$ cat src/rtl/vga_pixel_source_if.sv
// -----------------------------------------------------------------------------
// vga_pixel_source_if
// Bundles the pixel-request, framebuffer-RAM, page-swap and RGB signals of the
// VGA pixel source.
//   inX/inY/inRequest     : pixel request from the VGA controller
//   memAddr/memData       : framebuffer RAM read port (data 1 cycle after addr)
//   swapReq/swapAck/page  : page-flip handshake with the game logic
//   outRed/outGreen/outBlue : colour answer to the controller
// The slave modport is the pixel source, the master modport is its environment
// (controller + RAM + game logic).
// -----------------------------------------------------------------------------
interface vga_pixel_source_if #(
  parameter int unsigned ADDR_W = 16
);
  logic [9:0]        inX;
  logic [9:0]        inY;
  logic              inRequest;
  logic [ADDR_W-1:0] memAddr;
  logic [7:0]        memData;
  logic              swapReq;
  logic              swapAck;
  logic              page;
  logic [7:0]        outRed;
  logic [7:0]        outGreen;
  logic [7:0]        outBlue;

  modport master (
    output inX, inY, inRequest, memData, swapReq,
    input  memAddr, swapAck, page, outRed, outGreen, outBlue
  );

  modport slave (
    input  inX, inY, inRequest, memData, swapReq,
    output memAddr, swapAck, page, outRed, outGreen, outBlue
  );
endinterface

$ cat src/rtl/vga_pixel_source.sv
// -----------------------------------------------------------------------------
// vga_pixel_source
// Answers VGA controller pixel requests with RGB read from a double-buffered,
// low-resolution RGB332 framebuffer held in an external synchronous RAM.
// The source image is upscaled by 2^SCALE_SHIFT; requests outside it get
// BORDER_RGB, idle cycles get black. Page flips are requested by the game
// logic and applied only at the first pixel of a frame to avoid tearing.
// Ports:
//   clk25 : 25 MHz pixel clock
//   rstN  : asynchronous active-low reset
//   bus   : vga_pixel_source_if.slave (request, RAM port, swap handshake, RGB)
// -----------------------------------------------------------------------------
module vga_pixel_source #(
  parameter int unsigned SRC_W       = 160,
  parameter int unsigned SRC_H       = 120,
  parameter int unsigned SCALE_SHIFT = 2,
  parameter int unsigned ADDR_W      = 16,
  parameter logic [23:0] BORDER_RGB  = 24'h000000
) (
  input  logic                    clk25,
  input  logic                    rstN,
  vga_pixel_source_if.slave       bus
);

  typedef enum logic [0:0] {
    ST_IDLE    = 1'b0,
    ST_PENDING = 1'b1
  } swap_state_t;

  localparam logic [ADDR_W-1:0] C_PAGE_WORDS = ADDR_W'(SRC_W * SRC_H);
  localparam logic [ADDR_W-1:0] C_ROW_WORDS  = ADDR_W'(SRC_W);

  swap_state_t       r_state;
  logic              r_page;
  logic              r_swap_ack;
  logic              r_valid_q;
  logic              r_in_area_q;
  logic [7:0]        r_red;
  logic [7:0]        r_green;
  logic [7:0]        r_blue;

  logic [9:0]        w_sx;
  logic [9:0]        w_sy;
  logic              w_in_area;
  logic              w_frame_start;
  logic              w_page_eff;
  logic [ADDR_W-1:0] w_mem_addr;
  logic [23:0]       w_rgb_mem;

  // RGB332 -> RGB888 by bit replication so full-scale codes map to 8'hFF.
  function automatic logic [23:0] f_expand_332(input logic [7:0] d);
    logic [2:0] r3;
    logic [2:0] g3;
    logic [1:0] b2;
    r3 = d[7:5];
    g3 = d[4:2];
    b2 = d[1:0];
    return {r3, r3, r3[2:1], g3, g3, g3[2:1], b2, b2, b2, b2};
  endfunction

  assign w_sx          = bus.inX >> SCALE_SHIFT;
  assign w_sy          = bus.inY >> SCALE_SHIFT;
  assign w_in_area     = bus.inRequest && (32'(w_sx) < 32'(SRC_W)) && (32'(w_sy) < 32'(SRC_H));
  assign w_frame_start = bus.inRequest && (bus.inX == 10'd0) && (bus.inY == 10'd0);
  // The flipping request already reads from the new page.
  assign w_page_eff    = ((r_state == ST_PENDING) && w_frame_start) ? ~r_page : r_page;
  assign w_rgb_mem     = f_expand_332(bus.memData);

  // Framebuffer read address; forced to zero while held in reset.
  always_comb begin
    w_mem_addr = {ADDR_W{1'b0}};
    if (!rstN) begin
      w_mem_addr = {ADDR_W{1'b0}};
    end else if (w_in_area) begin
      w_mem_addr = (w_page_eff ? C_PAGE_WORDS : {ADDR_W{1'b0}})
                 + (ADDR_W'(w_sy) * C_ROW_WORDS)
                 + ADDR_W'(w_sx);
    end else begin
      w_mem_addr = {ADDR_W{1'b0}};
    end
  end

  // Page-swap FSM with registered page and one-cycle acknowledge.
  always_ff @(posedge clk25 or negedge rstN) begin
    if (!rstN) begin
      r_state    <= ST_IDLE;
      r_page     <= 1'b0;
      r_swap_ack <= 1'b0;
    end else begin
      r_swap_ack <= 1'b0;
      case (r_state)
        ST_IDLE: begin
          if (bus.swapReq) begin
            r_state <= ST_PENDING;
          end else begin
            r_state <= ST_IDLE;
          end
        end
        ST_PENDING: begin
          if (w_frame_start) begin
            r_page     <= ~r_page;
            r_swap_ack <= 1'b1;
            r_state    <= ST_IDLE;
          end else begin
            r_state <= ST_PENDING;
          end
        end
        default: begin
          r_state <= ST_IDLE;
        end
      endcase
    end
  end

  // Request stage: remembers what the RAM data arriving next cycle belongs to.
  always_ff @(posedge clk25 or negedge rstN) begin
    if (!rstN) begin
      r_valid_q   <= 1'b0;
      r_in_area_q <= 1'b0;
    end else begin
      r_valid_q   <= bus.inRequest;
      r_in_area_q <= w_in_area;
    end
  end

  // Output colour register: black on gaps, border outside, expanded RAM data inside.
  always_ff @(posedge clk25 or negedge rstN) begin
    if (!rstN) begin
      r_red   <= 8'd0;
      r_green <= 8'd0;
      r_blue  <= 8'd0;
    end else if (!r_valid_q) begin
      r_red   <= 8'd0;
      r_green <= 8'd0;
      r_blue  <= 8'd0;
    end else if (!r_in_area_q) begin
      r_red   <= BORDER_RGB[23:16];
      r_green <= BORDER_RGB[15:8];
      r_blue  <= BORDER_RGB[7:0];
    end else begin
      r_red   <= w_rgb_mem[23:16];
      r_green <= w_rgb_mem[15:8];
      r_blue  <= w_rgb_mem[7:0];
    end
  end

  assign bus.memAddr  = w_mem_addr;
  assign bus.swapAck  = r_swap_ack;
  assign bus.page     = r_page;
  assign bus.outRed   = r_red;
  assign bus.outGreen = r_green;
  assign bus.outBlue  = r_blue;

endmodule

$ cat src/flat_wrapper.sv
// flat-port wrapper written by rule: the top's interface ports become plain ports
module vga_pixel_source_flat 
#(
  parameter int unsigned SRC_W       = 160,
  parameter int unsigned SRC_H       = 120,
  parameter int unsigned SCALE_SHIFT = 2,
  parameter int unsigned ADDR_W      = 16,
  parameter logic [23:0] BORDER_RGB  = 24'h000000
)
  (clk25, rstN, bus_inX, bus_inY, bus_inRequest, bus_memData, bus_swapReq, bus_memAddr, bus_swapAck, bus_page, bus_outRed, bus_outGreen, bus_outBlue);
  vga_pixel_source_if #(.ADDR_W(ADDR_W)) bus_i ();
  input  logic clk25;
  input  logic rstN;
  input wire logic [$bits(bus_i.inX)-1:0] bus_inX;
  input wire logic [$bits(bus_i.inY)-1:0] bus_inY;
  input wire logic [$bits(bus_i.inRequest)-1:0] bus_inRequest;
  input wire logic [$bits(bus_i.memData)-1:0] bus_memData;
  input wire logic [$bits(bus_i.swapReq)-1:0] bus_swapReq;
  output wire logic [$bits(bus_i.memAddr)-1:0] bus_memAddr;
  output wire logic [$bits(bus_i.swapAck)-1:0] bus_swapAck;
  output wire logic [$bits(bus_i.page)-1:0] bus_page;
  output wire logic [$bits(bus_i.outRed)-1:0] bus_outRed;
  output wire logic [$bits(bus_i.outGreen)-1:0] bus_outGreen;
  output wire logic [$bits(bus_i.outBlue)-1:0] bus_outBlue;
  assign bus_i.inX = bus_inX;
  assign bus_i.inY = bus_inY;
  assign bus_i.inRequest = bus_inRequest;
  assign bus_i.memData = bus_memData;
  assign bus_i.swapReq = bus_swapReq;
  assign bus_memAddr = bus_i.memAddr;
  assign bus_swapAck = bus_i.swapAck;
  assign bus_page = bus_i.page;
  assign bus_outRed = bus_i.outRed;
  assign bus_outGreen = bus_i.outGreen;
  assign bus_outBlue = bus_i.outBlue;
  vga_pixel_source #(.SRC_W(SRC_W), .SRC_H(SRC_H), .SCALE_SHIFT(SCALE_SHIFT), .ADDR_W(ADDR_W), .BORDER_RGB(BORDER_RGB)) u_core (.clk25(clk25), .rstN(rstN), .bus(bus_i));
endmodule
$ cat config.mk
export PLATFORM = sky130hd
export DESIGN_NAME = vga_pixel_source_flat
export DESIGN_NICKNAME = d
export VERILOG_FILES = /design/src/rtl/vga_pixel_source_if.sv /design/src/rtl/vga_pixel_source.sv /design/src/flat_wrapper.sv
export SDC_FILE = /design/constraint.sdc
export NUM_CORES = 1
export LEC_CHECK = 0
export BUFFER_PORTS_ARGS = -buffer_cell sky130_fd_sc_hd__buf_2
export CAP_MARGIN = 15
export CORE_MARGIN = 8
export CORE_UTILIZATION = 45
export DETAILED_ROUTE_END_ITERATION = 10
export GPL_TIMING_DRIVEN = 0
export PLACE_DENSITY = 0.78
export SKIP_CTS_REPAIR_TIMING = 1
export SYNTH_ARGS = -nofsm -noshare
export SYNTH_HDL_FRONTEND = slang
export SYNTH_SLANG_ARGS = --single-unit
$ cat constraint.sdc
create_clock -name clk25 -period 3 [get_ports clk25]
set_input_delay 0.15 -clock clk25 [delete_from_list [all_inputs] [get_ports clk25]]
set_output_delay 0.15 -clock clk25 [all_outputs]
set_load 0.01 [all_outputs]
==> impl_metrics.json <==
{
  "pwr-share-clk_pct": 20.0,
  "max_cap_violations": 0,
  "clock_tree.buffer_depth": 2,
  "worstMarginPinSlew_ps": 566.0,
  "dpl.cell_count": 250,
  "synthXorXnorAreaFrac_pct": 7.587,
  "critPathMaxStageDelay_ps": 360,
  "r2r_slack_ps": 1630,
  "root_buffer": "clkbuf_4",
  "numCtsBuffers": 3,
  "synth_cells": 144,
  "place_congestion": 0.7493,
  "post_drt_via_cell_ratio": 4.957,
  "synth_adder_area_share_pct": 20.29,
  "vdd_ir_drop_max_mv": 0.1141,
  "synth_area_um2": 1369,
  "p_comb_share_pct": 44.1,
  "startpoint_type": "flop",
  "crit_slowest_cell": "dfrtp_1",
  "ys_ff_latch": 13,
  "grt_first_pass_wirelength_um": 5644,
  "drt_iter0_drc": 22,
  "crit_buf_inv": 1,
  "synth_top_family_by_area": "simple AND/OR/NAND/NOR gates",
  "ys.warnings.count": 0,
  "clock-skew-final_ps": 3.359,
  "clk_pin_slew_ps": 70,
  "io_pins": 74,
  "grt.total_usage_pct": 13.37,
  "synth_fp_nets": 197,
  "grt_antenna_before_repair": 0,
  "cts_tree": "done",
  "synth_ff_type": "dfrtp_1",
  "status": "completed",
  "seq_power_share_pct": 35.9,
  "cpLargestDelayFamily": "compound AO/OA/AOI/OAI gates",
  "cts.htree.levels": 1,
  "synth_edf_count": 0,
  "avgSynthCellArea_um2": 9.506,
  "p_sw_w": 0.0001741,
  "first_pass_iters": 4,
  "areaGrowthSynthToFinish_pct": 36.38,
  "final_common_cell": "buf_2",
  "grt_max_degree": 21,
  "layoutNonFillerInstCount": 257,
  "grt_pass1_vias": 1300,
  "synthArstFlopShare_pct": 100.0,
  "drtAntennaViolNets": 0,
  "switching_share_pct": 34.30,
  "p_leak_nw": 1.119,
  "drc": 0,
  "core_um2": 2978,
  "rsz0062_at_grt": "true",
  "die_h_um": 71.15,
  "holdWs_ps": 10.92,
  "relSlewSlack_pct": 62.14,
  "min_period_ps": 2943,
  "portBuffers": 73,
  "synth.distinct_cells": 36,
  "arrival_ps": 2790,
  "finalCritPeriodShare_pct": 98.09,
  "slew_violations": 0,
  "seq_area_frac_synth_pct": 23.77,
  "start_util_pct": 45.97,
  "wl_per_cell_um": 13.61,
  "synth_compound_area_share_pct": 11.43,
  "mostFrequentLayoutCells": "buf_2 (74), ha_1 (18), buf_4 (18)",
  "fmax_mhz": 339.8,
  "dp_hpwl_um": 2961,
  "grt_overflow": 0,
  "rows": 20,
  "hold_viol": 0,
  "vias": 1274,
  "drive_gt1_share_pct": 49.11,
  "insertedDiodeCount": 0,
  "die_w_um": 71.15,
  "hold_class": "input port to flop",
  "nNetsFinal": 278,
  "setup_violations": 0,
  "synth_simple_gate_area_share_pct": 25.05,
  "cp.required_ps": 2850,
  "crit_chain": "nor4b_4 > nand4_4 > nor4_4 > xor2_2 > ha_4 > o21a_1 > o31a_1 > nor2_1 > o21bai_1 > a21bo_1 > a21oi_2 > buf_2",
  "end_kind": "output pin",
  "cts.sinks": 13,
  "synth.area.mux_share_pct": 0,
  "dieArea_um2": 5062,
  "crit_path_max_fanout": 3,
  "wl_um": 3497,
  "power_density_nw_per_um2": 271.9,
  "crit_type": "flop to output pin",
  "clock_latency_ps": 270,
  "p_int_w": 0.0003334
}
## per-stage QoR
step                instance area [um^2]  power [W]  TNS [ps]  setup WS (ps)  utilization, %
floorplan                           1369  0.0003289         0          317.0               -
global route                        1867  0.0005508    -390.7         -166.1           62.69
finish                              1867  0.0005075         0          57.20           62.69
detailed placement                  1775  0.0003980    -99.64         -61.53           59.62
global placement                    1775  0.0003948    -47.36         -36.19           59.62
CTS                                 1802  0.0005041     -1403         -324.8           60.50
## cells in the mapped netlist, types with 2 or more instances
| library cell | n | share of area, % |
|---|---|---|
| nor2b_1 | 5 | 2.3 |
| nor4_4 | 2 | 3.1 |
| fa_1 | 2 | 2.9 |
| nor4_2 | 2 | 1.8 |
| a21oi_1 | 7 | 2.6 |
| nor2_1 | 11 | 3.0 |
| nand4_1 | 3 | 1.4 |
| nand2_1 | 3 | 0.82 |
| o21bai_1 | 3 | 1.6 |
| xor2_1 | 4 | 2.6 |
| and3_1 | 14 | 6.4 |
| buf_4 | 16 | 8.8 |
| ha_1 | 19 | 17 |
| o21ai_0 | 5 | 1.8 |
| xnor2_1 | 6 | 3.8 |
| dfrtp_1 | 13 | 24 |
| inv_1 | 10 | 2.7 |
## logic make-up after synthesis
family,Yosys count
and+or+nand+nor,48
buffers and inverters,27
AOI/OAI and AO/OA,24
adders and majority gates,21
DFF,13
xor gates and xnor gates,11
## flip-flops by register name (all words and copies together), names as in the netlist
name	cells
u_core.r_in_area_q	1
u_core.bus.page	1
u_core.bus.outRed	3
u_core.bus.outBlue	2
u_core.r_state	1
u_core.r_valid_q	1
u_core.bus.swapAck	1
u_core.bus.outGreen	3
## layer usage
layer	part of all wire, %	up-vias	track usage [%]
met5	0	-	0
met4	0.34	0	4.157
met3	9.9	2	4.661
met2	45	61	22.14
met1	44	556	15.66
li1	-	655	-
## worst register-to-register path, cell delays in order, from the launching register on
cell and delay (ps):
dfrtp_1 360, nor4b_4 240, nand4_4 120, nor4_4 270
buf_4 180, xor2_1 130
## path summary, 6_finish.rpt
kind / startpoint / endpoint / depth (start not counted)
max: u_core.r_state / bus_memAddr[13] / 12
min: bus_inRequest / u_core.r_valid_q / 1
max reg2reg: u_core.r_state / u_core.bus.page / 5
min reg2reg: u_core.r_state / u_core.r_state / 2
max in group asynchronous: rstN / u_core.bus.swapAck / 2
min in group asynchronous: rstN / u_core.bus.outRed[6] / 2
## power by group through the flow
stage	clock (W)	sequential (W)	combinational, W
3_5_place_dp	0	0.000186	0.000212
3_3_place_gp	0	0.000185	0.000209
2_1_floorplan	0	0.000186	0.000143
5_1_grt	0.000115	0.000183	0.000253
6_report	0.000102	0.000182	0.000224
4_1_cts	0.000107	0.000182	0.000215
## final cells by class
class / instances / area, um^2
fill: 267 / 1111
multi-input combinational: 104 / 920.9
buffer: 17 / 125.1
clock buffer: 4 / 26.28
inverter: 10 / 37.54
sequential: 13 / 325.3
tap: 33 / 41.29
timing repair buffer: 76 / 390.4
No activity file was read; power rests on OpenSTA's default activity.
